$ cat src/rtl/simplebus_initiator.sv
// SimpleBus initiator: takes read/write commands and runs the
// two-cycle multiplexed address phase plus the data phase on the bus.
// Ports: clock, reset (sync, active-high); cmd_* command handshake in;
// rsp_* held response out; start/read/address bus strobes; data_* and
// dv_* out/oe/in triplets resolved by the wrapper onto the shared wires.
// Optional: define SIMPLEBUS_INIT_TIMEOUT_EN to end a read with an
// error response after READ_TIMEOUT wait cycles without dataValid.
module simplebus_initiator #(
  parameter int WRITE_DELAY  = 2,
  parameter int READ_TIMEOUT = 16
) (
  input  logic        clock,
  input  logic        reset,
  input  logic        cmd_valid,
  output logic        cmd_ready,
  input  logic        cmd_read,
  input  logic [15:0] cmd_addr,
  input  logic [7:0]  cmd_wdata,
  output logic        rsp_valid,
  input  logic        rsp_ready,
  output logic        rsp_read,
  output logic [7:0]  rsp_rdata,
  output logic        rsp_err,
  output logic        start,
  output logic        read,
  output logic [7:0]  address,
  output logic [7:0]  data_out,
  output logic        data_oe,
  input  logic [7:0]  data_in,
  output logic        dv_out,
  output logic        dv_oe,
  input  logic        dv_in
);

  if (WRITE_DELAY < 2 || WRITE_DELAY > 7) begin : g_bad_wd
    $error("WRITE_DELAY must be in 2..7");
  end
  if (READ_TIMEOUT < 2 || READ_TIMEOUT > 255) begin : g_bad_rto
    $error("READ_TIMEOUT must be in 2..255");
  end

  typedef enum logic [2:0] {
    S_IDLE,
    S_ADDR_HI,
    S_ADDR_LO,
    S_RD_WAIT,
    S_WR_WAIT,
    S_WR_DATA,
    S_RESP
  } state_e;

  // WR_WAIT lasts WRITE_DELAY-1 cycles: load N-2, leave on zero.
  localparam logic [2:0] DLY_LOAD = 3'(WRITE_DELAY - 2);

  state_e      state_q, state_d;
  logic        rd_q, rd_d;
  logic [15:0] addr_q, addr_d;
  logic [7:0]  wdata_q, wdata_d;
  logic [2:0]  dly_q, dly_d;
  logic [7:0]  rdata_q, rdata_d;

`ifdef SIMPLEBUS_INIT_TIMEOUT_EN
  localparam logic [7:0] RTO_LAST = 8'(READ_TIMEOUT - 1);
  logic        err_q, err_d;
  logic [7:0]  wait_q, wait_d;
`endif

  always_comb begin
    state_d   = state_q;
    rd_d      = rd_q;
    addr_d    = addr_q;
    wdata_d   = wdata_q;
    dly_d     = dly_q;
    rdata_d   = rdata_q;
`ifdef SIMPLEBUS_INIT_TIMEOUT_EN
    err_d     = err_q;
    wait_d    = wait_q;
`endif
    cmd_ready = 1'b0;
    start     = 1'b0;
    read      = 1'b0;
    address   = 8'h00;
    data_out  = 8'h00;
    data_oe   = 1'b0;
    dv_out    = 1'b0;
    dv_oe     = 1'b0;
    rsp_valid = 1'b0;
    unique case (state_q)
      S_IDLE: begin
        cmd_ready = 1'b1;
        if (cmd_valid) begin
          rd_d    = cmd_read;
          addr_d  = cmd_addr;
          wdata_d = cmd_wdata;
          rdata_d = 8'h00;
`ifdef SIMPLEBUS_INIT_TIMEOUT_EN
          err_d   = 1'b0;
`endif
          state_d = S_ADDR_HI;
        end
      end
      S_ADDR_HI: begin
        start   = 1'b1;
        address = addr_q[15:8];
        state_d = S_ADDR_LO;
      end
      S_ADDR_LO: begin
        address = addr_q[7:0];
        read    = rd_q;
        if (rd_q) begin
`ifdef SIMPLEBUS_INIT_TIMEOUT_EN
          wait_d  = 8'h00;
`endif
          state_d = S_RD_WAIT;
        end else begin
          dly_d   = DLY_LOAD;
          state_d = S_WR_WAIT;
        end
      end
      S_WR_WAIT: begin
        if (dly_q == 3'd0) state_d = S_WR_DATA;
        else dly_d = dly_q - 3'd1;
      end
      S_WR_DATA: begin
        data_oe  = 1'b1;
        data_out = wdata_q;
        dv_oe    = 1'b1;
        dv_out   = 1'b1;
        state_d  = S_RESP;
      end
      S_RD_WAIT: begin
`ifdef SIMPLEBUS_INIT_TIMEOUT_EN
        if (wait_q != 8'hFF) wait_d = wait_q + 8'd1;
`endif
        // dv_in beats a timeout landing in the same cycle
        if (dv_in) begin
          rdata_d = data_in;
          state_d = S_RESP;
        end
`ifdef SIMPLEBUS_INIT_TIMEOUT_EN
        else if (wait_q == RTO_LAST) begin
          rdata_d = 8'h00;
          err_d   = 1'b1;
          state_d = S_RESP;
        end
`endif
      end
      S_RESP: begin
        rsp_valid = 1'b1;
        if (rsp_ready) state_d = S_IDLE;
      end
      default: state_d = S_IDLE;
    endcase
    // The reset cycle itself must show a quiet bus.
    if (reset) begin
      cmd_ready = 1'b0;
      start     = 1'b0;
      read      = 1'b0;
      address   = 8'h00;
      data_out  = 8'h00;
      data_oe   = 1'b0;
      dv_out    = 1'b0;
      dv_oe     = 1'b0;
      rsp_valid = 1'b0;
    end
  end

  assign rsp_read  = rsp_valid & rd_q;
  assign rsp_rdata = rsp_valid ? rdata_q : 8'h00;
`ifdef SIMPLEBUS_INIT_TIMEOUT_EN
  assign rsp_err   = rsp_valid & err_q;
`else
  assign rsp_err   = 1'b0;
`endif

  always_ff @(posedge clock) begin
    if (reset) begin
      state_q <= S_IDLE;
      rd_q    <= 1'b0;
      addr_q  <= 16'h0000;
      wdata_q <= 8'h00;
      dly_q   <= 3'd0;
      rdata_q <= 8'h00;
`ifdef SIMPLEBUS_INIT_TIMEOUT_EN
      err_q   <= 1'b0;
      wait_q  <= 8'h00;
`endif
    end else begin
      state_q <= state_d;
      rd_q    <= rd_d;
      addr_q  <= addr_d;
      wdata_q <= wdata_d;
      dly_q   <= dly_d;
      rdata_q <= rdata_d;
`ifdef SIMPLEBUS_INIT_TIMEOUT_EN
      err_q   <= err_d;
      wait_q  <= wait_d;
`endif
    end
  end

endmodule

$ cat config.mk
export PLATFORM = sky130hd
export DESIGN_NAME = simplebus_initiator
export DESIGN_NICKNAME = d
export VERILOG_FILES = /design/src/rtl/simplebus_initiator.sv
export SDC_FILE = /design/constraint.sdc
export NUM_CORES = 1
export LEC_CHECK = 0
export CORE_ASPECT_RATIO = 0.7
export CORE_UTILIZATION = 28
export CTS_BUF_LIST = sky130_fd_sc_hd__clkbuf_8 sky130_fd_sc_hd__clkbuf_16
export CTS_CLUSTER_SIZE = 10
export DETAILED_ROUTE_END_ITERATION = 10
export MAX_ROUTING_LAYER = met4
export PLACE_DENSITY = 0.66
export SLEW_MARGIN = 20
export SYNTH_ARGS = -nofsm -noshare
export SYNTH_HDL_FRONTEND = slang
export SYNTH_SLANG_ARGS = --single-unit
$ cat constraint.sdc
create_clock -name clock -period 3.7 [get_ports clock]
set_clock_uncertainty 0.15 [all_clocks]
set_input_delay 0.74 -clock clock [delete_from_list [all_inputs] [get_ports clock]]
set_output_delay 0.74 -clock clock [all_outputs]
set_load 0.05 [all_outputs]
==> summary.md <==
| Metric | Value |
|---|---|
| Initial antenna violation count | 0 |
| CTS clk-pin slew, worst paths | 0.07 ns |
| Vias in the first global route | 1756 |
| Combinational Power Share | 39.8% |
| Area grow syn2layout | 61.36% |
| Multi-input gate area | 939.7 µm² |
| HPWL after DPL | 3608 µm |
| RePlAce Congestion | 0.7534 |
| CTS HTree Levels | 2 |
| Syn. warnings | 0 |
| Die H | 70.23 µm |
| Share of the synthesized area in the top cell type | 41.94% |
| Hold Crit Start | addr_q[4]$_SDFFE_PP0P_ |
| Layout cell share with drive strength beyond 1 | 16.33% |
| Global-route wire length before repair | 8369 µm |
| Critical Path RT | 2.81 ns |
| Critical path arrival | 2.27 ns |
| Number of max-cap violations | 0 |
| Seq pwr share | 37.5% |
| Synth area leaders | dfxtp_1 42%, nand2_1 11%, a21oi_1 7.8% |
| Post-CTS Setup Bufs | 0 |
| Sw power | 572.1 µW |
| Residual DRC | 0 |
| Post-route ant nets | 0 |
| Setup violators final | 0 |
| Setup_tns | 0 ns |
| Die outline width | 99.46 µm |
| Seq/Total Area, Yosys | 41.94% |
| PortBufs | 69 |
| VDD IR-drop max | 0.1850 mV |
| Worst Hold Path Cells | 2 |
| #FFs+latches synth | 39 |
| Synth cell types | 33 |
| Max Slew Vio Count | 0 |
| GRT Overall Usage | 15.43% |
| TritonCTS clock tree | done |
| DR pass1 iterations | 4 |
| CP Max Fanout | 11 |
| Fillcell total | 600 |
| Routed via count | 1779 |
| Clock Sinks | 39 |
| Mean post-synth cell area | 7.757 µm² |
| Dominant cell type by area after synthesis | dfxtp_1 |
| Worst Max-Slew Pin Slew | 0.8344 ns |
| Skew-Pair Late Insertion Delay | 0.28 ns |
| Seq. cell area | 780.7 µm² |
| Top-count cell post-synth | nand2_1 |
| Starting density of the core | 29.38% |
| Clock share of power | 22.6% |
| Core footprint | 0.006336 mm² |
| Worst hold path type | register to register |
| P_int | 942.5 µW |
| Average wire per standard cell | 12.76 µm |
| CTS Buf Count | 5 |
| Unrepaired setup endpoints after global routing | no |
| Final WL | 4990 µm |
| CTS-repair resized insts | 0 |
| EDFF count, synth | 0 |
| Syn Inst Count | 240 |
| Root buffer cell | clkbuf_8 |
| Main flop type after synthesis | dfxtp_1 |
| Worst Setup Start Kind | input pin |
| Num ports | 71 |
| Hold Buf Count CTS | 0 |
| PD cells | 504.2 mW/mm² |
| Site row count | 24 |
| Crit. End Element | primary output |
| Worst Setup Path Type | input pin to primary output |
| Status | finished, final reports clean |
| Fin crit share | 85.52% |
| Max Fclk | 316.0 MHz |
| Clk buf depth | 2 |
| Post-synth ARST share | 0% |
| Reg2reg end | wdata_q[7]$_SDFFE_PP0P_ |
| Largest net degree at the start of global routing | 26 |
| Via/cell ratio | 4.550 |
| Hold violation count in the final report | 0 |
| Nets@finish | 340 |
| Post-Syn Area | 0.001862 mm² |
| Post-synth top cells | 55 x nand2_1, 39 x dfxtp_1, 29 x a21oi_1, 23 x nor2_1 |
| Switch share | 37.77% |
| R2r setup slk | 1.60 ns |
| Leak pwr | 0.001108 µW |
| Syn Nets | 280 |
| DIE AREA | 0.006985 mm² |
| Post-layout min period | 3.164 ns |
| Ant. Diodes | 0 |
| FF-to-FF Start | state_q[1]$_SDFFE_PP0P_ |
| Worst hold endpoint | addr_q[4]$_SDFFE_PP0P_ |
| Grt ovf | 0 |
| Cells on worst reg2reg path | 4 |
| Core Util, Final | 47.41% |
| Rel. slew slack | 44.37% |
| Number of DRC violations after detailed-routing iteration 0 | 64 |
kinds of logic after synthesis:
kind of cell	Yosys count	share of synthesized area, %
AND/OR/NAND/NOR	117	30.44
adder cells (fa/ha/maj)	2	1.344
XOR/XNOR	1	0.4705
flip-flops	39	41.94
other	1	0.2014
buffers and inverters	24	7.594
AO/OA/AOI/OAI	56	18.01
cell usage in the layout (no fill, tap or decap), types with 2 or more instances in the layout:
master and count:
nand2_1 55, clkdlybuf4s50_1 37, buf_12 32, o21ai_0 5
o22ai_1 2, nor3_1 2, or3_1 2, a22oi_1 17
inv_1 2, nand3b_1 2, and2_1 17, dfxtp_1 39
nand2b_1 3, clkbuf_8 5, ha_1 2, nor2_1 23
nor2b_1 4, a21oi_1 29, nand3_1 2, buf_4 6
metal layers:
layer | wire (µm) | track usage (%)
met1 | 2403 | 20.89
met5 | 0 | -
met2 | 2239 | 22.76
met4 | 19 | 3.431
met3 | 328 | 4.404
worst max-delay path by stage:
stage,start,end,slack [ns]
detailed placement,reset,rsp_rdata[7],0.56
global route,state_q[1]$_SDFFE_PP0P_,address[3],0.41
finish,reset,data_out[5],0.54
global placement,reset,data_out[4],0.59
floorplan,reset,read,0.52
CTS,reset,data_out[5],0.54
power groups by stage:
| stage | logic, µW | registers (µW) | clock network, µW |
|---|---|---|---|
| 2_1_floorplan | 465 | 534 | 0 |
| 3_3_place_gp | 594 | 574 | 0 |
| 3_5_place_dp | 606 | 575 | 0 |
| 4_1_cts | 608 | 567 | 351 |
| 5_1_grt | 662 | 581 | 369 |
| 6_report | 603 | 568 | 343 |
per-stage QoR:
step / total power (µW) / cells / area [µm²] / hold slack [ns] / setup WS [ns]
6_report: 1515 / 391 / 3004 / 0.3081 / 0.5359
5_1_grt: 1612 / 391 / 3004 / 0.3362 / 0.4125
4_1_cts: 1525 / 391 / 3004 / 0.3104 / 0.5412
3_5_place_dp: 1181 / 384 / 2898 / 0.2972 / 0.5559
3_3_place_gp: 1168 / 384 / 2898 / 0.2906 / 0.5930
2_1_floorplan: 999.4 / 240 / 1862 / 0.2817 / 0.5153
worst max-delay path, cell delays in order:
cell	delay, ns
clkdlybuf4s50_1	0.49
and3b_1	0.62
and2_1	0.27
buf_12	0.15
flip-flops by register name, summed over array words and instances (netlist names):
register  cells
wdata_q       8
rdata_q       8
rd_q          1
addr_q       16
dly_q         3
state_q       3
layout make-up:
type                            instances  share of cell area (%)
Clock buffer                            5                   2.291
Sequential cell                        39                   25.99
Tap cell                               91                   3.790
Timing Repair Buffer                   75                   35.15
Clock inverter                          2                   1.249
Inverter                                2                  0.2499
Multi-Input combinational cell        177                   31.28
No activity file was read; power rests on OpenSTA's default activity.
